$ cat config.mk
export PLATFORM = sky130hd
export DESIGN_NAME = ascii_hex_word_packer
export DESIGN_NICKNAME = d
export VERILOG_FILES = /design/src/rtl/ascii_hex_word_packer.sv
export SDC_FILE = /design/constraint.sdc
export NUM_CORES = 1
export LEC_CHECK = 0
export CORE_MARGIN = 3
export CORE_UTILIZATION = 45
export DETAILED_ROUTE_END_ITERATION = 16
export DONT_BUFFER_PORTS = 1
export PLACE_DENSITY_LB_ADDON = 0.12
export SETUP_SLACK_MARGIN = 0.2
export SLEW_MARGIN = 20
export SYNTH_ARGS = -nofsm -noshare
export SYNTH_HDL_FRONTEND = slang
export SYNTH_SLANG_ARGS = --single-unit
$ cat constraint.sdc
create_clock -name clk -period 2.7 [get_ports clk]
set_input_delay 0.54 -clock clk [delete_from_list [all_inputs] [get_ports clk]]
set_output_delay 0.54 -clock clk [all_outputs]
set_load 0.02 [all_outputs]
$ cat src/rtl/ascii_hex_word_packer.sv
// ---------------------------------------------------------------------------
// ascii_hex_word_packer
//
// Purpose:
//   Turns a stream of ASCII bytes from the UART receive path into binary
//   words for the debug-unit command decoder. Hex-digit characters are
//   converted to nibbles and shifted into an accumulator. A delimiter (space,
//   CR or LF) closes the token and presents the word on a valid/ready
//   handshake. Bad characters, too many digits and bytes arriving while a
//   word is still waiting to be taken are reported with a one-cycle error
//   pulse and a cause code.
//
// Parameters:
//   WORD_W      output word width, a multiple of 4 and at least 4
//   MAX_DIGITS  digits per word, derived as WORD_W/4 (not overridable)
//
// Ports:
//   clk         system clock, rising edge
//   rst_n       asynchronous active-low reset
//   rx_data     ASCII byte from the UART receiver
//   rx_valid    one-cycle strobe qualifying rx_data (no backpressure)
//   word_out    assembled word, right-aligned and zero-extended
//   word_valid  word_out is valid, held until accepted
//   word_ready  downstream accepts when word_valid & word_ready at an edge
//   digit_cnt   digits accumulated in the current token
//   err         one-cycle error pulse
//   err_code    error cause: 01 invalid char, 10 digit overflow,
//               11 byte dropped while a word is pending
//
// Build option:
//   ASCII_HEX_UPPERCASE_EN  when defined, 'A'..'F' are accepted as digits
//                           (values 10..15); otherwise they are invalid.
// ---------------------------------------------------------------------------
module ascii_hex_word_packer #(
   parameter  int WORD_W     = 32,
   localparam int MAX_DIGITS = WORD_W / 4,
   localparam int CNT_W      = $clog2(MAX_DIGITS + 1)
) (
   input  logic              clk,
   input  logic              rst_n,
   input  logic [7:0]        rx_data,
   input  logic              rx_valid,
   output logic [WORD_W-1:0] word_out,
   output logic              word_valid,
   input  logic              word_ready,
   output logic [CNT_W-1:0]  digit_cnt,
   output logic              err,
   output logic [1:0]        err_code
);

   typedef enum logic [1:0] {
      IDLE,
      ACCUM,
      DISCARD,
      OUT
   } state_t;

   localparam logic [1:0]       CODE_INVALID  = 2'b01;
   localparam logic [1:0]       CODE_OVERFLOW = 2'b10;
   localparam logic [1:0]       CODE_DROPPED  = 2'b11;
   localparam logic [CNT_W-1:0] CNT_FULL      = CNT_W'(MAX_DIGITS);

   state_t            state;
   state_t            state_nx;
   logic [WORD_W-1:0] acc;
   logic [WORD_W-1:0] acc_nx;
   logic [WORD_W-1:0] word_nx;
   logic              valid_nx;
   logic [CNT_W-1:0]  cnt_nx;
   logic              err_nx;
   logic [1:0]        code_nx;

   logic              is_digit;
   logic              is_delim;
   logic [3:0]        nibble;

   // Character classifier. Decimal digits and letters both keep their value
   // in the low nibble of the ASCII code ('a'/'A' = x1 ... 'f'/'F' = x6), so
   // letters only need +9 to land on 10..15.
   always_comb begin
      is_digit = 1'b0;
      is_delim = 1'b0;
      nibble   = 4'd0;
      if (rx_data >= 8'h30 && rx_data <= 8'h39) begin
         is_digit = 1'b1;
         nibble   = rx_data[3:0];
      end else if (rx_data >= 8'h61 && rx_data <= 8'h66) begin
         is_digit = 1'b1;
         nibble   = rx_data[3:0] + 4'd9;
      end
`ifdef ASCII_HEX_UPPERCASE_EN
      else if (rx_data >= 8'h41 && rx_data <= 8'h46) begin
         is_digit = 1'b1;
         nibble   = rx_data[3:0] + 4'd9;
      end
`endif
      else if (rx_data == 8'h20 || rx_data == 8'h0D || rx_data == 8'h0A) begin
         is_delim = 1'b1;
      end
   end

   // Next-state and next-output logic. Every output is registered, so this
   // block computes the values each register takes at the coming edge.
   // err defaults to 0 so it only ever pulses for a single cycle, while
   // err_code holds its last cause between pulses.
   always_comb begin
      state_nx = state;
      acc_nx   = acc;
      word_nx  = word_out;
      valid_nx = word_valid;
      cnt_nx   = digit_cnt;
      err_nx   = 1'b0;
      code_nx  = err_code;

      case (state)
         IDLE: begin
            // Delimiters here are empty tokens and are ignored.
            if (rx_valid) begin
               if (is_digit) begin
                  acc_nx   = WORD_W'(nibble);
                  cnt_nx   = CNT_W'(1);
                  state_nx = ACCUM;
               end else if (!is_delim) begin
                  err_nx  = 1'b1;
                  code_nx = CODE_INVALID;
               end
            end
         end

         ACCUM: begin
            if (rx_valid) begin
               if (is_digit) begin
                  if (digit_cnt == CNT_FULL) begin
                     err_nx   = 1'b1;
                     code_nx  = CODE_OVERFLOW;
                     state_nx = DISCARD;
                  end else begin
                     // Shift form keeps this legal for WORD_W = 4, where a
                     // part-select of the upper bits would be empty.
                     acc_nx = (acc << 4) | WORD_W'(nibble);
                     cnt_nx = digit_cnt + CNT_W'(1);
                  end
               end else if (is_delim) begin
                  word_nx  = acc;
                  valid_nx = 1'b1;
                  state_nx = OUT;
               end else begin
                  err_nx   = 1'b1;
                  code_nx  = CODE_INVALID;
                  state_nx = DISCARD;
               end
            end
         end

         DISCARD: begin
            // A poisoned token is swallowed up to its delimiter; digit_cnt
            // keeps its final value until then so the failure stays visible.
            if (rx_valid && is_delim) begin
               acc_nx   = '0;
               cnt_nx   = '0;
               state_nx = IDLE;
            end
         end

         OUT: begin
            // There is no way to stall the UART, so any byte arriving while
            // the word waits is lost and reported, even on the accept edge.
            if (rx_valid) begin
               err_nx  = 1'b1;
               code_nx = CODE_DROPPED;
            end
            if (word_valid && word_ready) begin
               valid_nx = 1'b0;
               acc_nx   = '0;
               cnt_nx   = '0;
               state_nx = IDLE;
            end
         end

         default: begin
            state_nx = IDLE;
            acc_nx   = '0;
            cnt_nx   = '0;
            valid_nx = 1'b0;
         end
      endcase
   end

   // State and output registers. Reset discards any partial token or pending
   // word outright; nothing is emitted after release.
   always_ff @(posedge clk or negedge rst_n) begin
      if (!rst_n) begin
         state      <= IDLE;
         acc        <= '0;
         word_out   <= '0;
         word_valid <= 1'b0;
         digit_cnt  <= '0;
         err        <= 1'b0;
         err_code   <= 2'b00;
      end else begin
         state      <= state_nx;
         acc        <= acc_nx;
         word_out   <= word_nx;
         word_valid <= valid_nx;
         digit_cnt  <= cnt_nx;
         err        <= err_nx;
         err_code   <= code_nx;
      end
   end

endmodule

==> impl_metrics.tcl, run 1 <==
set metrics [dict create \
    outcome "finished clean" \
    drive_gt1_share_pct 19.7 \
    place.gp.congestion 0.812 \
    clock_sinks 74 \
    cp-start-kind "flop" \
    synthMuxAreaShare_pct 20.9 \
    cts_setup_buffers 0 \
    fin_ws_ns 0.550 \
    ir_drop_mv 0.278 \
    layout_common_cells "dfrtp_1, inv_1, nand2_1" \
    hpwl_um 3990 \
    worst_skew_pair.late_latency_ns 0.33 \
    drv_slew 0 \
    antenna_found_initial 0 \
    synth.distinct_cells 42 \
    synth-edff-count 0 \
    start_util_pct 47.9 \
    grt_use_total_pct 15.5 \
    ys_ff_latch 74 \
    port_buffers 0 \
    cts_buffer_depth 2 \
    synth_compound_area_share_pct 5.47 \
    max_cap_viol_count 0 \
    rows 30 \
    final_common_cell "dfrtp_1" \
    synth_xor_area_share_pct 0.259 \
    ff2ff_setup_slack_ns 0.55 \
    final_antenna_net_count 0 \
    grt_pass1_vias 2112 \
    grt-ovfl-total 0 \
    fill_cells 643 \
    cp.arrival_ns 2.37 \
    rsz0062_at_grt "false" \
    synthCells 288 \
    vias_per_cell 5.18 \
    antennaDiodeCount 0 \
    area_growth_pct 10.5 \
    htree_num_levels 3 \
    cts_root_buf "clkbuf_8" \
    r2r_end "word_out[16]" \
    period_minus_slack_ns 2.15 \
    grt_max_degree 75 \
    ys_seq_area_share_pct 54.7 \
    fin_crit_sh_pct 79.6 \
    cts_tree "yes" \
    vias 2020 \
    drtIter0Drc 85 \
    setup_viol 0 \
    setup_tns_ns 0 \
    avgSynthCellArea_um2 11.7 \
    synthAdderAreaFrac_pct 2.22 \
    cts_buffers 9 \
    drc 0 \
    core_region_area_mm2 0.00706 \
    routedWlPerCell_um 15.8 \
    die_w_um 92.7 \
    post-place-ws_ns 0.208 \
    timing.slew.headroom_pct 37.8 \
    clock.fmax_mhz 465 \
    grt_pass1_wl_um 10600 \
    hold_path.class "in -> async" \
    syn_area_mm2 0.00338 \
    powerDensity_mw_per_mm2 723 \
    synthSimpleGateAreaFrac_pct 9.87 \
    critical_path_required_ns 2.92 \
    finalHoldViolCount 0 \
    path_class "reg -> reg" \
    critPathCaptureType "flop" \
    chipHeight_um 92.7 \
    syn-num-nets 306 \
    timing.rr.start "state[0]" \
    die_area_mm2 0.00860 \
    worst_pin_slew_ns 0.930 \
    p_leak_nw 1.70 \
    synth_top_family_by_area "multiplexers" \
    ios 52 \
    r2r_cells 4 \
    drtPass1Iterations 4 \
    path_clk_slew_ns 0.09 \
    synth_warnings 0 \
    routed_wl_um 6150 \
    fin_nets 307 \
    clock-skew-final_ns 0.0123 \
    async_flop_share_pct 100 \
    path_max_fanout 33 \
    synth_ff_type "dfrtp_1" \
]
worst max-delay path by stage:
| stage | depth (start not counted) | startpoint | to |
|---|---|---|---|
| 6_report | 4 | state[0] | word_out[16] |
| 5_1_grt | 8 | digit_cnt[0] | acc[27] |
| 4_1_cts | 4 | state[0] | word_out[16] |
| 3_5_place_dp | 8 | rx_data[0] | acc[16] |
| 3_3_place_gp | 8 | rx_data[0] | acc[9] |
| 2_1_floorplan | 8 | rx_data[1] | acc[0] |
per-stage QoR:
step	hold slack (ns)	util, %	instance area [um2]	power [mW]	std cells
5_1_grt	0.0911	53.0	3740	2.85	390
6_report	0.0867	53.0	3740	2.70	390
3_5_place_dp	0.246	49.1	3460	1.66	373
4_1_cts	0.0907	53.0	3740	2.74	390
3_3_place_gp	0.246	49.1	3460	1.65	373
2_1_floorplan	0.244	-	3380	1.58	288
metal layers:
metal	up-vias	track usage [%]	wire (um)
met4	0	5.86	65
met5	-	0	0
li1	984	-	-
met3	7	4.22	351
met2	43	23.3	2820
met1	986	21.5	2910
cell families (layout without fill, tap and decap cells):
logic type	Yosys count	after routing
buf+inv	50	56
fa+ha+maj	6	6
compound gates	26	26
xor+xnor	1	1
simple gates	65	65
flops	74	74
mux	66	66
power by group:
part	leakage [nW]	switching, mW	total [mW]	internal, mW
Clock	0.120	0.425	1.05	0.622
Sequential	1.02	0.154	1.39	1.24
Combinational	0.558	0.149	0.264	0.115
Total	1.70	0.728	2.70	1.97
state kept, by name, indices dropped and copies added, names as in the netlist:
register	count
digit_cnt	4
state	2
word_out	32
word_valid	1
err	1
acc	32
err_code	2
cell type report:
cell class              count  area (um2)  share of cell area (%)
flip-flops and latches     74        1850                    49.5
multi-input cells         164        1320                    35.3
inverters                  36         135                    3.62
clock buffers               9         124                    3.31
clock inverters             7         124                    3.31
well taps                  96         120                    3.21
repair buffers              4        62.6                    1.67
timing repair:
| item | 4_1_cts | 5_1_grt |
|---|---|---|
| hold buffers | 1 | 0 |
| hold endpoints to repair | 74 | 0 |
| resized for setup | 0 | 0 |
synthesized netlist by cell type (all sizes together), types with 2 or more instances:
library cell | n | area share (%)
a21oi | 4 | 0.59
dfrtp | 74 | 55
nand2 | 36 | 4.0
mux2 | 36 | 12
o21bai | 2 | 0.44
buf | 8 | 1.9
ha | 6 | 2.2
or4 | 2 | 0.44
nand3 | 7 | 1.0
and4bb | 2 | 0.74
nor3 | 4 | 0.59
a31oi | 2 | 0.37
o21ai | 4 | 0.59
nor2 | 2 | 0.22
o31ai | 2 | 0.59
o21a | 3 | 0.67
o211ai | 2 | 0.44
nand4 | 3 | 0.74
a22oi | 2 | 0.59
inv | 36 | 4.0
mux2i | 30 | 8.9
clkbuf | 6 | 0.67
nor2b | 2 | 0.37
critical path, cell delays in order (launching register included):
cell and delay (ns):
dfrtp_1 0.51, nor2b_2 0.21, nand2_1 0.14, nor2_4 0.72, mux2_2 0.42
Note: power is estimated with default switching activity, not from simulation.
==> run 2: changes to the inputs <==
clock period = 2.13 ns   (was 2.7 ns; I/O delays follow)
==> impl_metrics.tcl, run 2 (synthesized netlist as in run 1, its figures left out) <==
set metrics [dict create \
    outcome "complete, but fails checks" \
    violations "hold timing" \
    grt_pass1_wl_um 10500 \
    vias_per_cell 5.08 \
    ios 52 \
    worst_pin_slew_ns 0.359 \
    clkPwrFrac_pct 33.2 \
    clock.fmax_mhz 564 \
    post-place-ws_ns -0.0510 \
    antennaDiodeCount 0 \
    cts_buffers 9 \
    finalHoldViolCount 74 \
    clock_sinks 74 \
    p_leak_nw 1.73 \
    grt-ovfl-total 0 \
    period_minus_slack_ns 1.77 \
    cts_root_buf "clkbuf_8" \
    drive_gt1_share_pct 23.6 \
    path_max_fanout 13 \
    power_switching_uw 884 \
    whs_ns -0.227 \
    port_buffers 0 \
    place.gp.congestion 0.819 \
    core_region_area_mm2 0.00706 \
    path_clk_slew_ns 0.08 \
    fin_ws_ns 0.358 \
    intPower_mw 2.30 \
    p_sw_share_pct 27.8 \
    grt_pass1_vias 2089 \
    hold_path.class "in -> async" \
    final_common_cell "dfrtp_1" \
    drtPass1Iterations 4 \
    drv_slew 0 \
    chipHeight_um 92.7 \
    timing.slew.headroom_pct 76.1 \
    cts_tree "yes" \
    powerDensity_mw_per_mm2 834 \
    fin_crit_sh_pct 83.2 \
    htree_num_levels 3 \
    worst_skew_pair.late_latency_ns 0.34 \
    cts_buffer_depth 2 \
    seq_power_share_pct 54.1 \
    routed_wl_um 6290 \
    drtIter0Drc 83 \
    fin_nets 318 \
    place_area_mm2 0.00363 \
    clock-skew-final_ns 0.00846 \
    layout_common_cells "dfrtp_1, nand2_1, inv_1" \
    rsz0062_at_grt "false" \
    reg_top3 "acc: 32 flops, word_out: 32 flops, digit_cnt: 4 flops" \
    timing.rr.start "digit_cnt[0]" \
    grt_max_degree 75 \
    comb_power_share_pct 12.6 \
    rows 30 \
    ir_drop_mv 0.424 \
    cp.arrival_ns 2.03 \
    setup_viol 0 \
    die_w_um 92.7 \
    max_cap_viol_count 0 \
    fill_cells 633 \
    grt_use_total_pct 15.7 \
    hpwl_um 4230 \
    drc 0 \
    area_growth_pct 12.9 \
    critPathCaptureType "flop" \
    die_area_mm2 0.00860 \
    start_util_pct 47.9 \
    cp-start-kind "input port" \
    antenna_found_initial 0 \
    cts_setup_buffers 0 \
    fin_util_pct 54.1 \
    critical_path_required_ns 2.39 \
    final_antenna_net_count 0 \
    critPathLaunch "rx_data[0]" \
    path_class "in -> reg" \
    routedWlPerCell_um 15.7 \
    vias 2038 \
    final_cell_area_mm2 0.00382 \
]
-- run 2: cell types whose count changed in the layout (fill, tap and decap cells not counted), moves of 2 or more --
cell	previous run	this run
buf_4	2	10
buf_12	1	4
mux2_1	4	0
bufinv_16	3	1
mux2_4	0	4
clkbuf_1	0	3
-- run 2: cell type report --
class / instances / area [um2] / area share [%]
sequential: 74 / 1850 / 48.5
tap: 96 / 120 / 3.14
multi-input combinational: 164 / 1350 / 35.3
inverter: 36 / 148 / 3.87
timing repair buffer: 15 / 166 / 4.36
clock buffer: 12 / 135 / 3.54
clock inverter: 4 / 51.3 / 1.34
-- run 2: per-stage QoR --
step           setup TNS [ns]  std cells  power [mW]  hold WS (ns)
2_1_floorplan               0        288        2.01         0.130
3_3_place_gp                0        385        2.15         0.132
3_5_place_dp           -0.291        385        2.16         0.132
4_1_cts                     0        401        3.23        -0.245
5_1_grt                     0        401        3.36        -0.259
6_report                    0        401        3.19        -0.227
-- run 2: worst max-delay path: stages --
cell and delay (ns):
inv_1 0.06, ha_1 0.18, and4bb_1 0.21, o31ai_2 0.07
o311ai_1 0.30, o21a_2 0.38, buf_12 0.20, mux2i_1 0.20
-- run 2: per-layer routing --
metal | up-vias | part of all wire [%] | GRT usage, %
met5 | - | 0 | 0
met4 | 0 | 1.6 | 7.33
met3 | 8 | 5.2 | 4.71
met2 | 42 | 44 | 22.1
met1 | 993 | 49 | 22.1
li1 | 995 | - | -
-- run 2: what timing repair did --
| action | CTS | global route |
|---|---|---|
| hold endpoints to repair | 74 | 74 |
| resized for setup | 0 | 1 |
| endpoints found under the setup margin | 0 | 1 |
-- run 2: final timing paths --
| kind | end | slack (ns) | cells after the start |
|---|---|---|---|
| worst min-delay path | err_code[0] | -0.23 | 0 |
| max in group asynchronous | word_out[4] | 2.23 | 0 |
| worst max register to register | digit_cnt[1] | 0.37 | 8 |
| worst min register to register | word_out[28] | 0.51 | 1 |
| min in group clk | err_code[1] | 0.26 | 2 |
| worst max-delay path | digit_cnt[1] | 0.36 | 8 |
-- run 2: power by group through the flow --
| stage | sequential (mW) | clock (mW) | combinational, mW |
|---|---|---|---|
| floorplan | 1.73 | 0 | 0.279 |
| global placement | 1.75 | 0 | 0.394 |
| detailed placement | 1.75 | 0 | 0.406 |
| CTS | 1.73 | 1.09 | 0.408 |
| global route | 1.75 | 1.15 | 0.459 |
| finish | 1.72 | 1.06 | 0.402 |
==> run 3: changes to the inputs <==
clock period = 1.6 ns   (was 2.13 ns; I/O delays follow)
==> impl_metrics.tcl, run 3 (synthesized netlist as in run 1, its figures left out) <==
set metrics [dict create \
    outcome "complete, but fails checks" \
    violations "hold timing, setup timing" \
    cp.arrival_ns 1.98 \
    place_area_mm2 0.00378 \
    ir_drop_mv 0.644 \
    path_clk_slew_ns 0.08 \
    fin_ws_ns -0.119 \
    place.gp.congestion 0.804 \
    whs_ns -0.342 \
    port_buffers 0 \
    drive_gt1_share_pct 41.4 \
    critical_path_required_ns 1.87 \
    powerDensity_mw_per_mm2 1060 \
    clock_sinks 74 \
    path_buf_inv 3 \
    clock.fmax_mhz 582 \
    top_usage_layer "met2" \
    vias_per_cell 5.25 \
    path_delay_family "compound AO/OA/AOI/OAI gates" \
    routedWlPerCell_um 18.5 \
    post-place-ws_ns -0.408 \
    crit_chain "inv_2 > ha_4 > nand2_4 > nor2_4 > a22oi_2 > o21a_4 > buf_12 > clkbuf_16 > mux2i_1" \
    drtIter0Drc 118 \
    grt_use_total_pct 19.0 \
    vias 2317 \
    rsz0062_at_grt "true" \
    slowest_delay_ns 0.39 \
    cp_slowest_cell "dfrtp_1" \
    grtUsageMet3_pct 5.52 \
    drtPass1Iterations 5 \
    path_class "reg -> reg" \
    cts_tree "yes" \
    hpwl_um 4540 \
    fin_nets 358 \
    start_util_pct 47.9 \
    critPathCaptureType "flop" \
    period_minus_slack_ns 1.72 \
    place_inst 398 \
    max_cap_viol_count 0 \
    chipHeight_um 92.7 \
    core_region_area_mm2 0.00706 \
    final_cell_area_mm2 0.00474 \
    routed_wl_um 8160 \
    grt_pass1_wl_um 12600 \
    fin_cells 441 \
    antennaDiodeCount 0 \
    die_area_mm2 0.00860 \
    grt_use_met1_pct 24.7 \
    clock-skew-final_ns 0.0105 \
    setup_viol 36 \
    drc 0 \
    cts_root_buf "clkbuf_8" \
    ios 52 \
    drv_slew 0 \
    grt_pass1_vias 2417 \
    final_antenna_net_count 0 \
    p_leak_nw 2.08 \
    timing.slew.headroom_pct 75.7 \
    cp-start-kind "flop" \
    worst_pin_slew_ns 0.365 \
    final_common_cell "dfrtp_1" \
    path_max_fanout 7 \
    rows 30 \
    die_w_um 92.7 \
    grt-ovfl-total 0 \
    antenna_found_initial 0 \
    fill_cells 529 \
    hold_path.class "in -> async" \
    worst_skew_pair.late_latency_ns 0.35 \
    area_growth_pct 40.2 \
    cts_buffer_depth 2 \
    htree_num_levels 3 \
    fin_crit_sh_pct 107 \
    grtUsageMet2_pct 30.0 \
    layout_common_cells "dfrtp_1, mux2_4, nand2_1" \
    reg_top3 "acc: 32 flops, word_out: 32 flops, digit_cnt: 4 flops" \
    cts_buffers 9 \
    finalHoldViolCount 74 \
    grt_max_degree 75 \
]
run 3: cell types whose count changed in the layout (fill, tap and decap cells not counted), moves of 3 or more:
cell / delta
mux2_2: -32
mux2_4: +32
buf_4: +18
buf_6: +12
buf_16: +4
buf_12: +3
clkbuf_16: +3
ha_1: -3
ha_4: +3
inv_1: -3
nand2_1: -3
run 3: layout make-up:
cell class / count / area, um2 / area share (%)
Tap cell: 96 / 120 / 2.53
Timing Repair Buffer: 55 / 682 / 14.4
Multi-Input combinational cell: 164 / 1680 / 35.5
Clock buffer: 10 / 128 / 2.69
Inverter: 36 / 164 / 3.46
Clock inverter: 6 / 113 / 2.37
Sequential cell: 74 / 1850 / 39.1
run 3: final timing paths:
| check | end | depth (start not counted) | slack, ns | startpoint |
|---|---|---|---|---|
| worst min-delay path | word_out[25] | 0 | -0.34 | rst_n |
| min in group clk | err_code[1] | 2 | 0.16 | rx_valid |
| worst min register to register | word_out[30] | 1 | 0.52 | acc[30] |
| worst max-delay path | acc[11] | 9 | -0.12 | digit_cnt[1] |
| worst max register to register | acc[11] | 9 | -0.12 | digit_cnt[1] |
| max in group asynchronous | acc[0] | 0 | 1.81 | rst_n |
run 3: timing repair:
action / 4_1_cts / 5_1_grt
setup buffers: 15 / 5
gates cloned: 4 / 3
endpoints found under the setup margin: 72 / 73
hold endpoints to repair: 74 / 74
pin swaps: 13 / 19
gates resized for setup: 68 / 20
run 3: layer usage:
| layer | vias up | routed length [um] |
|---|---|---|
| li1 | 1087 | - |
| met1 | 1167 | 3610 |
| met2 | 52 | 3960 |
| met3 | 11 | 463 |
| met4 | 0 | 119 |
| met5 | - | 0 |
run 3: where the power goes:
part / internal, mW / total, mW / leakage, nW / switching (mW)
logic: 0.490 / 0.937 / 0.945 / 0.447
clock network: 1.05 / 1.78 / 0.121 / 0.731
registers: 2.09 / 2.31 / 1.01 / 0.220
run 3: through the flow:
| stage | power (mW) | util [%] | setup TNS, ns |
|---|---|---|---|
| 2_1_floorplan | 2.69 | - | -11.96 |
| 3_3_place_gp | 2.94 | 53.5 | -18.12 |
| 3_5_place_dp | 2.96 | 53.5 | -20.70 |
| 4_1_cts | 4.93 | 63.9 | -0.558 |
| 5_1_grt | 5.21 | 67.2 | -4.89 |
| 6_report | 5.02 | 67.2 | -2.10 |
